`src/rtl/str_dsp_pkg.sv`:
```
// Shared helpers for the LPDAQ stream stages:
// constant math, parameter checks, sample type.
package str_dsp_pkg;

  localparam int SAMPLE_DW = 12;

  typedef logic signed [SAMPLE_DW-1:0] sample_t;

  // floor(log2(n)), n >= 1
  function automatic int log2(input int n);
    int r;
    r = 0;
    while ((n >> (r + 1)) > 0) r++;
    return r;
  endfunction

  // ceil(log2(n)), n >= 1
  function automatic int clog2(input int n);
    int r;
    r = 0;
    while ((1 << r) < n) r++;
    return r;
  endfunction

  function automatic bit is_pow2(input int n);
    return (n > 0) && ((n & (n - 1)) == 0);
  endfunction

  function automatic bit ratio_ok(input int r);
    return r >= 1;
  endfunction

  function automatic bit avg_ok(input int r, input int avg);
    return (avg == 0) || is_pow2(r);
  endfunction

  function automatic bit phase_ok(input int r, input int phase);
    return (phase >= 0) && (phase < r);
  endfunction

endpackage

```
`src/rtl/str_skid_buf.sv`:
```
// Two-entry AXI-stream register slice; in_ready
// comes straight from a flop.
module str_skid_buf
  import str_dsp_pkg::*;
#(
  parameter int DW = 12
) (
  input  logic          clk,
  input  logic          rst_n,
  input  logic          in_valid,
  input  logic [DW-1:0] in_data,
  output logic          in_ready,
  output logic          out_valid,
  output logic [DW-1:0] out_data,
  input  logic          out_ready
);

  logic          main_v;
  logic          skid_v;
  logic [DW-1:0] main_d;
  logic [DW-1:0] skid_d;
  logic          drain;

  assign drain     = main_v & out_ready;
  assign in_ready  = ~skid_v;
  assign out_valid = main_v;
  assign out_data  = main_d;

  always_ff @(posedge clk or negedge rst_n) begin
    if (!rst_n) begin
      main_v <= 1'b0;
      skid_v <= 1'b0;
      main_d <= '0;
      skid_d <= '0;
    end else if (drain) begin
      if (skid_v) begin
        main_d <= skid_d;
        skid_v <= in_valid;
        if (in_valid) skid_d <= in_data;
      end else if (in_valid) begin
        main_d <= in_data;
      end else begin
        main_v <= 1'b0;
      end
    end else if (in_valid) begin
      // upstream only pushes while skid is free
      if (!main_v) begin
        main_v <= 1'b1;
        main_d <= in_data;
      end else begin
        skid_v <= 1'b1;
        skid_d <= in_data;
      end
    end
  end

endmodule

```
`src/rtl/str_decim.sv`:
```
// Decimate-by-R stream stage: pick one sample
// per frame or emit the boxcar mean.
module str_decim
  import str_dsp_pkg::*;
#(
  parameter int DW    = 12,
  parameter int R     = 4,
  parameter int AVG   = 0,
  parameter int PHASE = 0
) (
  input  logic          clk,
  input  logic          rst_n,
  input  logic          sync,
  input  logic [DW-1:0] s_axis_tdata,
  input  logic          s_axis_tvalid,
  output logic          s_axis_tready,
  output logic [DW-1:0] m_axis_tdata,
  output logic          m_axis_tvalid,
  input  logic          m_axis_tready
);

  localparam int L  = log2(R);
  localparam int CB = clog2(R);
  localparam int CW = (CB > 1) ? CB : 1;
  localparam int AW = DW + L;

  localparam logic [CW-1:0] LAST = CW'(R - 1);

  if (!ratio_ok(R)) begin : g_chk_r
    $fatal(1, "str_decim: R must be >= 1");
  end
  if (!avg_ok(R, AVG)) begin : g_chk_avg
    $fatal(1, "str_decim: AVG needs R a power of 2");
  end
  if (!phase_ok(R, PHASE)) begin : g_chk_ph
    $fatal(1, "str_decim: PHASE must be < R");
  end

  logic [CW-1:0] cnt;
  logic [CW-1:0] idx;
  logic          ish;
  logic          in_ready;
  logic          push;
  logic [DW-1:0] push_data;

  assign s_axis_tready = in_ready;
  assign ish = s_axis_tvalid & in_ready;
  // sync makes the current input index 0
  assign idx = sync ? '0 : cnt;

  always_ff @(posedge clk or negedge rst_n) begin
    if (!rst_n) begin
      cnt <= '0;
    end else if (ish) begin
      cnt <= (idx == LAST) ? '0 : idx + CW'(1);
    end else if (sync) begin
      cnt <= '0;
    end
  end

  if (AVG != 0) begin : g_avg
    logic signed [AW-1:0] acc;
    logic signed [AW-1:0] smp;
    logic signed [AW-1:0] sum;

    assign smp = AW'($signed(s_axis_tdata));
    assign sum = (idx == '0) ? smp : acc + smp;
    assign push = ish && (idx == LAST);
    // arithmetic shift floors; mean always fits DW
    assign push_data = DW'(sum >>> L);

    always_ff @(posedge clk or negedge rst_n) begin
      if (!rst_n) begin
        acc <= '0;
      end else if (ish) begin
        acc <= (idx == LAST) ? '0 : sum;
      end else if (sync) begin
        acc <= '0;
      end
    end
  end else begin : g_pick
    assign push = ish && (idx == CW'(PHASE));
    assign push_data = s_axis_tdata;
  end

  str_skid_buf #(
    .DW(DW)
  ) u_skid (
    .clk      (clk),
    .rst_n    (rst_n),
    .in_valid (push),
    .in_data  (push_data),
    .in_ready (in_ready),
    .out_valid(m_axis_tvalid),
    .out_data (m_axis_tdata),
    .out_ready(m_axis_tready)
  );

endmodule
```
`config.mk`:
```
export PLATFORM = sky130hd
export DESIGN_NAME = str_decim
export DESIGN_NICKNAME = d
export VERILOG_FILES = /design/src/rtl/str_dsp_pkg.sv /design/src/rtl/str_skid_buf.sv /design/src/rtl/str_decim.sv
export SDC_FILE = /design/constraint.sdc
export NUM_CORES = 1
export LEC_CHECK = 0
export CORE_ASPECT_RATIO = 1.1
export CORE_MARGIN = 3
export CORE_UTILIZATION = 40
export CTS_CLUSTER_SIZE = 24
export DETAILED_ROUTE_END_ITERATION = 12
export MAX_ROUTING_LAYER = met4
export PLACE_DENSITY_LB_ADDON = 0.08
export SKIP_LAST_GASP = 1
export SLEW_MARGIN = 30
export SYNTH_ARGS = -nofsm -noshare
export SYNTH_HDL_FRONTEND = slang
export SYNTH_SLANG_ARGS = --single-unit
```
`constraint.sdc`:
```
create_clock -name clk -period 2.22 [get_ports clk]
set_clock_uncertainty 0.1 [all_clocks]
set_input_delay 0.444 -clock clk [delete_from_list [all_inputs] [get_ports clk]]
set_output_delay 0.444 -clock clk [all_outputs]
set_load 0.05 [all_outputs]
```
==> metrics.txt, run 1 <==
# TYPE chip_impl_metric gauge
chip_impl_metric{name="final_period_minus_worst_setup_slack",unit="ns"} 2.06
chip_impl_metric{name="synthesized_area_divided_by_synthesized_cell_count",unit="um^2"} 15.6
chip_impl_metric{name="max-slew-margin-rel",unit=""} 0.666
chip_impl_info{name="synth_area_leaders",value="sky130_fd_sc_hd__dfrtp_1, sky130_fd_sc_hd__mux2_4, sky130_fd_sc_hd__mux2_2"} 1
chip_impl_metric{name="synthesis.yosys.warnings",unit=""} 0
chip_impl_info{name="cts_tree",value="built"} 1
chip_impl_metric{name="die_height",unit="um"} 66.7
chip_impl_metric{name="clkPwrFrac",unit=""} 0.093
chip_impl_metric{name="tns_setup",unit="ns"} 0
chip_impl_metric{name="swShare",unit=""} 0.399
chip_impl_metric{name="grt_start_max_net_pins",unit=""} 29
chip_impl_metric{name="total_leakage_power",unit="nW"} 0.813
chip_impl_info{name="crit_slowest_cell",value="sky130_fd_sc_hd__clkdlybuf4s50_1"} 1
chip_impl_metric{name="vias",unit=""} 790
chip_impl_metric{name="synth.net_count",unit=""} 104
chip_impl_metric{name="core.rowCount",unit=""} 21
chip_impl_info{name="min-delay-path-class",value="input port to asynchronous set/reset pin"} 1
chip_impl_info{name="path_cells",value="clkdlybuf4s50_1"} 1
chip_impl_metric{name="path_buf_inv",unit=""} 1
chip_impl_metric{name="syn-instance-count",unit=""} 86
chip_impl_info{name="rsz_0062_raised_after_global_routing",value="false"} 1
chip_impl_metric{name="synth-seq-cells",unit=""} 28
chip_impl_metric{name="initial_utilization",unit=""} 0.428
chip_impl_metric{name="syn-cell-area",unit="mm^2"} 0.00134
chip_impl_metric{name="seq_area_frac_synth",unit=""} 0.523
chip_impl_metric{name="cts_sinks",unit=""} 28
chip_impl_metric{name="cts-resized-gates",unit=""} 0
chip_impl_metric{name="netSwitchingPower",unit="mW"} 1.05
chip_impl_metric{name="initial_antenna_violation_count",unit=""} 0
chip_impl_info{name="ctsRootBufferMaster",value="sky130_fd_sc_hd__clkbuf_4"} 1
chip_impl_metric{name="drtIter0Drc",unit=""} 21
chip_impl_metric{name="worst-endpoint-arrival",unit="ns"} 1.52
chip_impl_metric{name="critical_path.max_fanout",unit=""} 2
chip_impl_metric{name="share_of_the_synthesized_area_in_the_top_cell_type",unit=""} 0.523
chip_impl_info{name="ys_dominant_reg_cell",value="sky130_fd_sc_hd__dfrtp_1"} 1
chip_impl_metric{name="crit_required",unit="ns"} 1.68
chip_impl_metric{name="worst_pin_slew",unit="ns"} 0.500
chip_impl_info{name="synth_area_leader_cell",value="sky130_fd_sc_hd__dfrtp_1"} 1
chip_impl_metric{name="grt_first_pass_wirelength",unit="mm"} 3.66
chip_impl_info{name="critical-path-top-delay-family",value="buffers and inverters"} 1
chip_impl_metric{name="synth_enable_flop_cells",unit=""} 0
chip_impl_metric{name="gp_congestion",unit=""} 0.697
chip_impl_metric{name="first_global_vias",unit=""} 796
chip_impl_metric{name="asyncSetResetFlopFracSynth",unit=""} 1.00
chip_impl_info{name="synthTopCellsByCount",value="sky130_fd_sc_hd__dfrtp_1, sky130_fd_sc_hd__mux2_4, sky130_fd_sc_hd__mux2_2, sky130_fd_sc_hd__mux2_1, sky130_fd_sc_hd__nand2_1"} 1
chip_impl_metric{name="met2WireLength",unit="mm"} 1.08
chip_impl_metric{name="fin_nets",unit=""} 142
chip_impl_metric{name="max_freq",unit="GHz"} 0.485
chip_impl_metric{name="layout-drive-gt1-share",unit=""} 0.382
chip_impl_metric{name="clk_path_buf_depth",unit=""} 2
chip_impl_metric{name="setup_viol_count_final",unit=""} 0
chip_impl_metric{name="dp_hpwl",unit="mm"} 1.57
chip_impl_info{name="highest_metal_layer_with_signal_wires",value="met4"} 1
chip_impl_info{name="yosysMostFrequentCell",value="sky130_fd_sc_hd__dfrtp_1"} 1
chip_impl_info{name="run_status",value="complete, no violations"} 1
chip_impl_metric{name="cts_inserted_buffers",unit=""} 3
chip_impl_metric{name="first_pass_iters",unit=""} 3
chip_impl_metric{name="drcViolationCount",unit=""} 0
chip_impl_metric{name="dieWidth",unit="um"} 61.2
chip_impl_metric{name="clk-insertion-delay-late",unit="ns"} 0.32
chip_impl_info{name="worstSetupStartpointType",value="flop"} 1
chip_impl_metric{name="clk_pin_slew_worst_paths",unit="ns"} 0.14
chip_impl_metric{name="post_drt_via_cell_ratio",unit=""} 5.03
chip_impl_metric{name="max-cap-violations",unit=""} 0
chip_impl_metric{name="power_frac_seq",unit=""} 0.346
chip_impl_metric{name="final_hold_fails",unit=""} 0
chip_impl_metric{name="cell_internal_pwr",unit="mW"} 1.58
chip_impl_metric{name="met3_layer_wire_length_in_the_routed_design",unit="um"} 111
chip_impl_metric{name="period_share",unit=""} 0.928
chip_impl_metric{name="met1_length",unit="um"} 985
chip_impl_metric{name="drt_wl_total",unit="mm"} 2.20
chip_impl_metric{name="synth.lib_cells_used.distinct",unit=""} 19
chip_impl_metric{name="r2r_setup_slack",unit="ns"} 0.53
chip_impl_info{name="setup.worst_path.end_class",value="output pin"} 1
chip_impl_metric{name="final_cell_count_no_fill",unit=""} 157
chip_impl_metric{name="final_antenna_net_count",unit=""} 0
chip_impl_metric{name="ir_drop",unit="mV"} 0.650
chip_impl_metric{name="io_pins",unit=""} 31
chip_impl_metric{name="port_buffers",unit=""} 30
chip_impl_metric{name="wl_per_cell",unit="um"} 14.0
chip_impl_metric{name="postCtsSetupBuffers",unit=""} 0
chip_impl_metric{name="dp_cells",unit=""} 153
chip_impl_metric{name="gr_usage_total",unit=""} 0.124
chip_impl_metric{name="power.share.combinational",unit=""} 0.561
chip_impl_metric{name="pwr_density_cell",unit="mW/mm^2"} 1500
chip_impl_metric{name="antenna_cells",unit=""} 0
chip_impl_metric{name="critical-path-max-stage-delay",unit="ns"} 0.81
chip_impl_metric{name="gr-total-overflow",unit=""} 0
chip_impl_metric{name="cts_hold_buffers",unit=""} 0
chip_impl_metric{name="core_area",unit="mm^2"} 0.00313
chip_impl_metric{name="cts-htree-levels",unit=""} 1
chip_impl_metric{name="die_area",unit="mm^2"} 0.00408
chip_impl_metric{name="slew_viol_final",unit=""} 0
chip_impl_metric{name="synthesis_to_finish_area_growth",unit="%"} 30.7
chip_impl_info{name="criticalPathCategory",value="flop to output pin"} 1
-- cell type report --
cell class / count / area, um^2
fill: 262 / 1380
sequential: 28 / 701
multi-input combinational: 53 / 601
timing repair buffer: 36 / 363
tap: 34 / 42.5
clock buffer: 4 / 36.3
inverter: 2 / 7.51
-- per-stage QoR --
stage          setup WS (ns)  cell area [um^2]  hold WS [ns]  power, mW   util
4_1_cts              0.00125              1750         0.374       2.66  0.558
2_1_floorplan          0.400              1340        0.0484       1.98      -
3_5_place_dp         -0.0620              1710         0.381       2.41  0.547
5_1_grt               0.0836              1750         0.380       2.78  0.560
3_3_place_gp         -0.0393              1710         0.373       2.39  0.547
6_report               0.159              1750         0.373       2.63  0.560
-- flip-flops by register name, indices dropped and copies added, names as in the netlist --
register,cells
u_skid.skid_v,1
u_skid.skid_d,12
u_skid.out_valid,1
u_skid.out_data,12
cnt,2
-- worst paths after layout --
path	startpoint	endpoint	cells past startpoint
max reg2reg	cnt[0]	u_skid.out_data[0]	6
min reg2reg	u_skid.skid_d[5]	u_skid.skid_d[5]	1
max in group asynchronous	rst_n	cnt[1]	2
min	rst_n	u_skid.out_data[11]	2
max	u_skid.out_data[0]	m_axis_tdata[0]	1
min in group clk	u_skid.skid_d[5]	u_skid.skid_d[5]	1
-- logic make-up after synthesis --
logic type | Yosys count | share of synthesized area
AOI/OAI and AO/OA | 5 | 0.0224
and+or+nand+nor | 10 | 0.0514
DFF | 28 | 0.523
buffers and inverters | 5 | 0.0280
muxes | 36 | 0.359
xor gates and xnor gates | 1 | 0.00654
adders and majority gates | 1 | 0.00934
-- cells in the final DEF (no fill, tap or decap), drive strengths merged --
master,count
a21oi,2
nand3b,1
o21ai,2
clkdlybuf4s50,28
buf,6
clkbuf,4
xnor2,1
and2b,2
nand3,2
nand2,3
nand2b,2
inv,2
mux2,36
a31oi,1
ha,1
dfrtp,28
dlymetal6s2s,2
-- power groups by stage --
stage	Sequential, mW	Clock [mW]	Combinational (mW)
floorplan	1.33	0	0.655
global placement	0.914	0	1.48
detailed placement	0.922	0	1.49
CTS	0.911	0.258	1.49
global route	0.945	0.280	1.56
finish	0.908	0.244	1.48
-- layer usage --
metal  vias up  global-route usage
met5         -                   -
met4         0              0.0569
met3         2              0.0252
met2        19               0.181
met1       390               0.164
li1        379                   -
(Power assumes the default switching activity.)
==> run 2: changes to the inputs <==
ABC_AREA = 1   (was not set)
MAX_ROUTING_LAYER = not set   (was met4)
==> metrics.txt, run 2 <==
# TYPE chip_impl_metric gauge
chip_impl_info{name="synthTopCellsByCount",value="sky130_fd_sc_hd__nand2_1, sky130_fd_sc_hd__dfrtp_1, sky130_fd_sc_hd__o21ai_0, sky130_fd_sc_hd__inv_1, sky130_fd_sc_hd__buf_6"} 1
chip_impl_metric{name="cts_hold_buffers",unit=""} 0
chip_impl_metric{name="core.rowCount",unit=""} 20
chip_impl_metric{name="gp_congestion",unit=""} 0.694
chip_impl_metric{name="post_drt_via_cell_ratio",unit=""} 4.58
chip_impl_metric{name="clk_pin_slew_worst_paths",unit="ns"} 0.14
chip_impl_metric{name="path_buf_inv",unit=""} 1
chip_impl_info{name="rsz_0062_raised_after_global_routing",value="false"} 1
chip_impl_metric{name="synthesized_area_divided_by_synthesized_cell_count",unit="um^2"} 8.46
chip_impl_metric{name="dieWidth",unit="um"} 59.9
chip_impl_info{name="dominant_combinational_cell_family_by_area_after_synthesis",value="simple AND/OR/NAND/NOR gates"} 1
chip_impl_metric{name="crit_required",unit="ns"} 1.68
chip_impl_metric{name="die_area",unit="mm^2"} 0.00391
chip_impl_metric{name="cts_sinks",unit=""} 28
chip_impl_info{name="worstSetupStartpointType",value="flop"} 1
chip_impl_info{name="cts_tree",value="built"} 1
chip_impl_metric{name="tns_setup",unit="ns"} 0
chip_impl_info{name="ctsRootBufferMaster",value="sky130_fd_sc_hd__clkbuf_4"} 1
chip_impl_metric{name="gr_usage_total",unit=""} 0.147
chip_impl_metric{name="final_antenna_net_count",unit=""} 0
chip_impl_metric{name="fin_worst_hold_slack",unit="ns"} 0.373
chip_impl_metric{name="seq_area_frac_synth",unit=""} 0.548
chip_impl_metric{name="max-cap-violations",unit=""} 0
chip_impl_info{name="yosysMostFrequentCell",value="sky130_fd_sc_hd__nand2_1"} 1
chip_impl_metric{name="area_fraction_in_compound_gates_after_synthesis",unit=""} 0.112
chip_impl_metric{name="dp_hpwl",unit="mm"} 1.86
chip_impl_metric{name="synth-xor-area-share",unit=""} 0.00686
chip_impl_metric{name="drcViolationCount",unit=""} 0
chip_impl_info{name="crit_slowest_cell",value="sky130_fd_sc_hd__clkdlybuf4s50_1"} 1
chip_impl_metric{name="gr-total-overflow",unit=""} 0
chip_impl_info{name="ys_dominant_reg_cell",value="sky130_fd_sc_hd__dfrtp_1"} 1
chip_impl_metric{name="total_leakage_power",unit="nW"} 0.814
chip_impl_info{name="setup.worst_path.end_class",value="output pin"} 1
chip_impl_metric{name="syn-cell-area",unit="mm^2"} 0.00128
chip_impl_metric{name="yosys.area_share.simple",unit=""} 0.238
chip_impl_metric{name="period_share",unit=""} 0.954
chip_impl_metric{name="fin_nets",unit=""} 203
chip_impl_metric{name="max_freq",unit="GHz"} 0.472
chip_impl_info{name="path_cells",value="clkdlybuf4s50_1"} 1
chip_impl_info{name="run_status",value="complete, no violations"} 1
chip_impl_metric{name="first_pass_iters",unit=""} 4
chip_impl_metric{name="ir_drop",unit="mV"} 0.763
chip_impl_metric{name="max-slew-margin-rel",unit=""} 0.664
chip_impl_metric{name="vias",unit=""} 994
chip_impl_metric{name="synthesis.yosys.warnings",unit=""} 0
chip_impl_metric{name="antenna_cells",unit=""} 0
chip_impl_metric{name="critical-path-max-stage-delay",unit="ns"} 0.82
chip_impl_metric{name="worst-endpoint-arrival",unit="ns"} 1.57
chip_impl_metric{name="setup_viol_count_final",unit=""} 0
chip_impl_info{name="synth_area_leaders",value="sky130_fd_sc_hd__dfrtp_1, sky130_fd_sc_hd__nand2_1, sky130_fd_sc_hd__o21ai_0"} 1
chip_impl_info{name="critical-path-top-delay-family",value="buffers and inverters"} 1
chip_impl_metric{name="die_height",unit="um"} 65.3
chip_impl_metric{name="port_buffers",unit=""} 30
chip_impl_metric{name="wl_per_cell",unit="um"} 11.5
chip_impl_metric{name="postCtsSetupBuffers",unit=""} 0
chip_impl_metric{name="synth_fa_ha_area_frac",unit=""} 0.00979
chip_impl_info{name="min-delay-path-class",value="input port to asynchronous set/reset pin"} 1
chip_impl_info{name="synth_area_leader_cell",value="sky130_fd_sc_hd__dfrtp_1"} 1
chip_impl_info{name="mostFrequentLayoutCell",value="sky130_fd_sc_hd__nand2_1"} 1
chip_impl_metric{name="synthesis_to_finish_area_growth",unit="%"} 28.5
chip_impl_metric{name="syn-instance-count",unit=""} 151
chip_impl_metric{name="cts_inserted_buffers",unit=""} 3
chip_impl_metric{name="share_of_the_synthesized_area_in_the_top_cell_type",unit=""} 0.548
chip_impl_info{name="criticalPathCategory",value="flop to output pin"} 1
chip_impl_metric{name="initial_utilization",unit=""} 0.440
chip_impl_metric{name="asyncSetResetFlopFracSynth",unit=""} 1.00
chip_impl_metric{name="synth_enable_flop_cells",unit=""} 0
chip_impl_metric{name="pwr_density_cell",unit="mW/mm^2"} 1390
chip_impl_metric{name="drtIter0Drc",unit=""} 41
chip_impl_metric{name="layout-drive-gt1-share",unit=""} 0.0978
chip_impl_metric{name="portion_of_netlist_area_occupied_by_mux_cells",unit=""} 0
chip_impl_metric{name="synth.net_count",unit=""} 169
chip_impl_metric{name="final_period_minus_worst_setup_slack",unit="ns"} 2.12
chip_impl_metric{name="drt_wl_total",unit="mm"} 2.50
chip_impl_metric{name="final_hold_fails",unit=""} 0
chip_impl_metric{name="slew_viol_final",unit=""} 0
chip_impl_metric{name="grt_first_pass_wirelength",unit="mm"} 4.40
chip_impl_metric{name="first_global_vias",unit=""} 970
chip_impl_metric{name="initial_antenna_violation_count",unit=""} 0
chip_impl_metric{name="critical_path.max_fanout",unit=""} 4
chip_impl_metric{name="cts-htree-levels",unit=""} 1
chip_impl_metric{name="clk-insertion-delay-late",unit="ns"} 0.32
chip_impl_metric{name="synth.lib_cells_used.distinct",unit=""} 21
chip_impl_metric{name="io_pins",unit=""} 31
chip_impl_metric{name="cts-resized-gates",unit=""} 0
chip_impl_metric{name="clk_path_buf_depth",unit=""} 2
chip_impl_metric{name="worst_pin_slew",unit="ns"} 0.502
chip_impl_metric{name="synth-seq-cells",unit=""} 28
chip_impl_metric{name="core_area",unit="mm^2"} 0.00290
chip_impl_metric{name="grt_start_max_net_pins",unit=""} 29
chip_impl_info{name="layout_common_cells",value="sky130_fd_sc_hd__nand2_1, sky130_fd_sc_hd__clkdlybuf4s50_1, sky130_fd_sc_hd__dfrtp_1"} 1
## run 2: changes by cell type in the layout (fill, tap and decap cells not counted), moves of 2 or more
cell	change
sky130_fd_sc_hd__dlymetal6s2s_1	-2
sky130_fd_sc_hd__inv_1	+13
sky130_fd_sc_hd__mux2_1	-3
sky130_fd_sc_hd__mux2_2	-13
sky130_fd_sc_hd__mux2_4	-20
sky130_fd_sc_hd__nand2_1	+62
sky130_fd_sc_hd__nand2b_1	-2
sky130_fd_sc_hd__o21ai_0	+19
sky130_fd_sc_hd__o21ai_1	+2
## run 2: logic make-up after synthesis
kind of cell    Yosys count
xor+xnor                  1
flops                    28
buf+inv                  22
compound gates           27
simple gates             72
fa+ha+maj                 1
## run 2: final timing paths
kind | start | end | slack [ns] | cells after the start
worst max-delay path | u_skid.out_valid | m_axis_tvalid | 0.10 | 1
worst min-delay path | rst_n | cnt[1] | 0.37 | 2
worst max register to register | cnt[0] | u_skid.out_data[10] | 0.69 | 7
worst min register to register | u_skid.out_data[9] | u_skid.out_data[9] | 0.40 | 2
max in group asynchronous | rst_n | u_skid.skid_d[4] | 1.39 | 2
min in group clk | u_skid.out_data[9] | u_skid.out_data[9] | 0.40 | 2
## run 2: layout make-up
class / instances / area, um^2
Tap cell: 33 / 41.3
Sequential cell: 28 / 701
Inverter: 16 / 60.1
Clock buffer: 4 / 36.3
Fill cell: 287 / 1260
Timing Repair Buffer: 35 / 335
Multi-Input combinational cell: 101 / 468
## run 2: per-stage QoR
| step | setup WS [ns] | power, mW | instances | cell area, um^2 | utilization |
|---|---|---|---|---|---|
| 2_1_floorplan | 0.648 | 1.69 | 151 | 1280 | - |
| 3_3_place_gp | 0.164 | 2.04 | 213 | 1610 | 0.553 |
| 3_5_place_dp | 0.108 | 2.07 | 213 | 1610 | 0.553 |
| 4_1_cts | 0.0749 | 2.32 | 217 | 1640 | 0.566 |
| 5_1_grt | 0.00155 | 2.47 | 217 | 1640 | 0.566 |
| 6_report | 0.102 | 2.29 | 217 | 1640 | 0.566 |
## run 2: power breakdown
part | switching, mW | internal [mW]
sequential | 0.109 | 0.752
combinational | 0.789 | 0.398
clock | 0.141 | 0.100
## run 2: metal layers
layer / wire length [um] / global-route usage / vias up
met2: 1150 / 0.227 / 22
met3: 125 / 0.0255 / 2
met1: 1210 / 0.210 / 441
met5: 0 / 0 / -
met4: 15 / 0.0416 / 0
li1: - / - / 529
==> run 3: changes to the inputs <==
SKIP_CTS_REPAIR_TIMING = 1   (was not set)
==> results of run 3 <==
No change in the layout: final DEF, timing and power equal those of run 2.
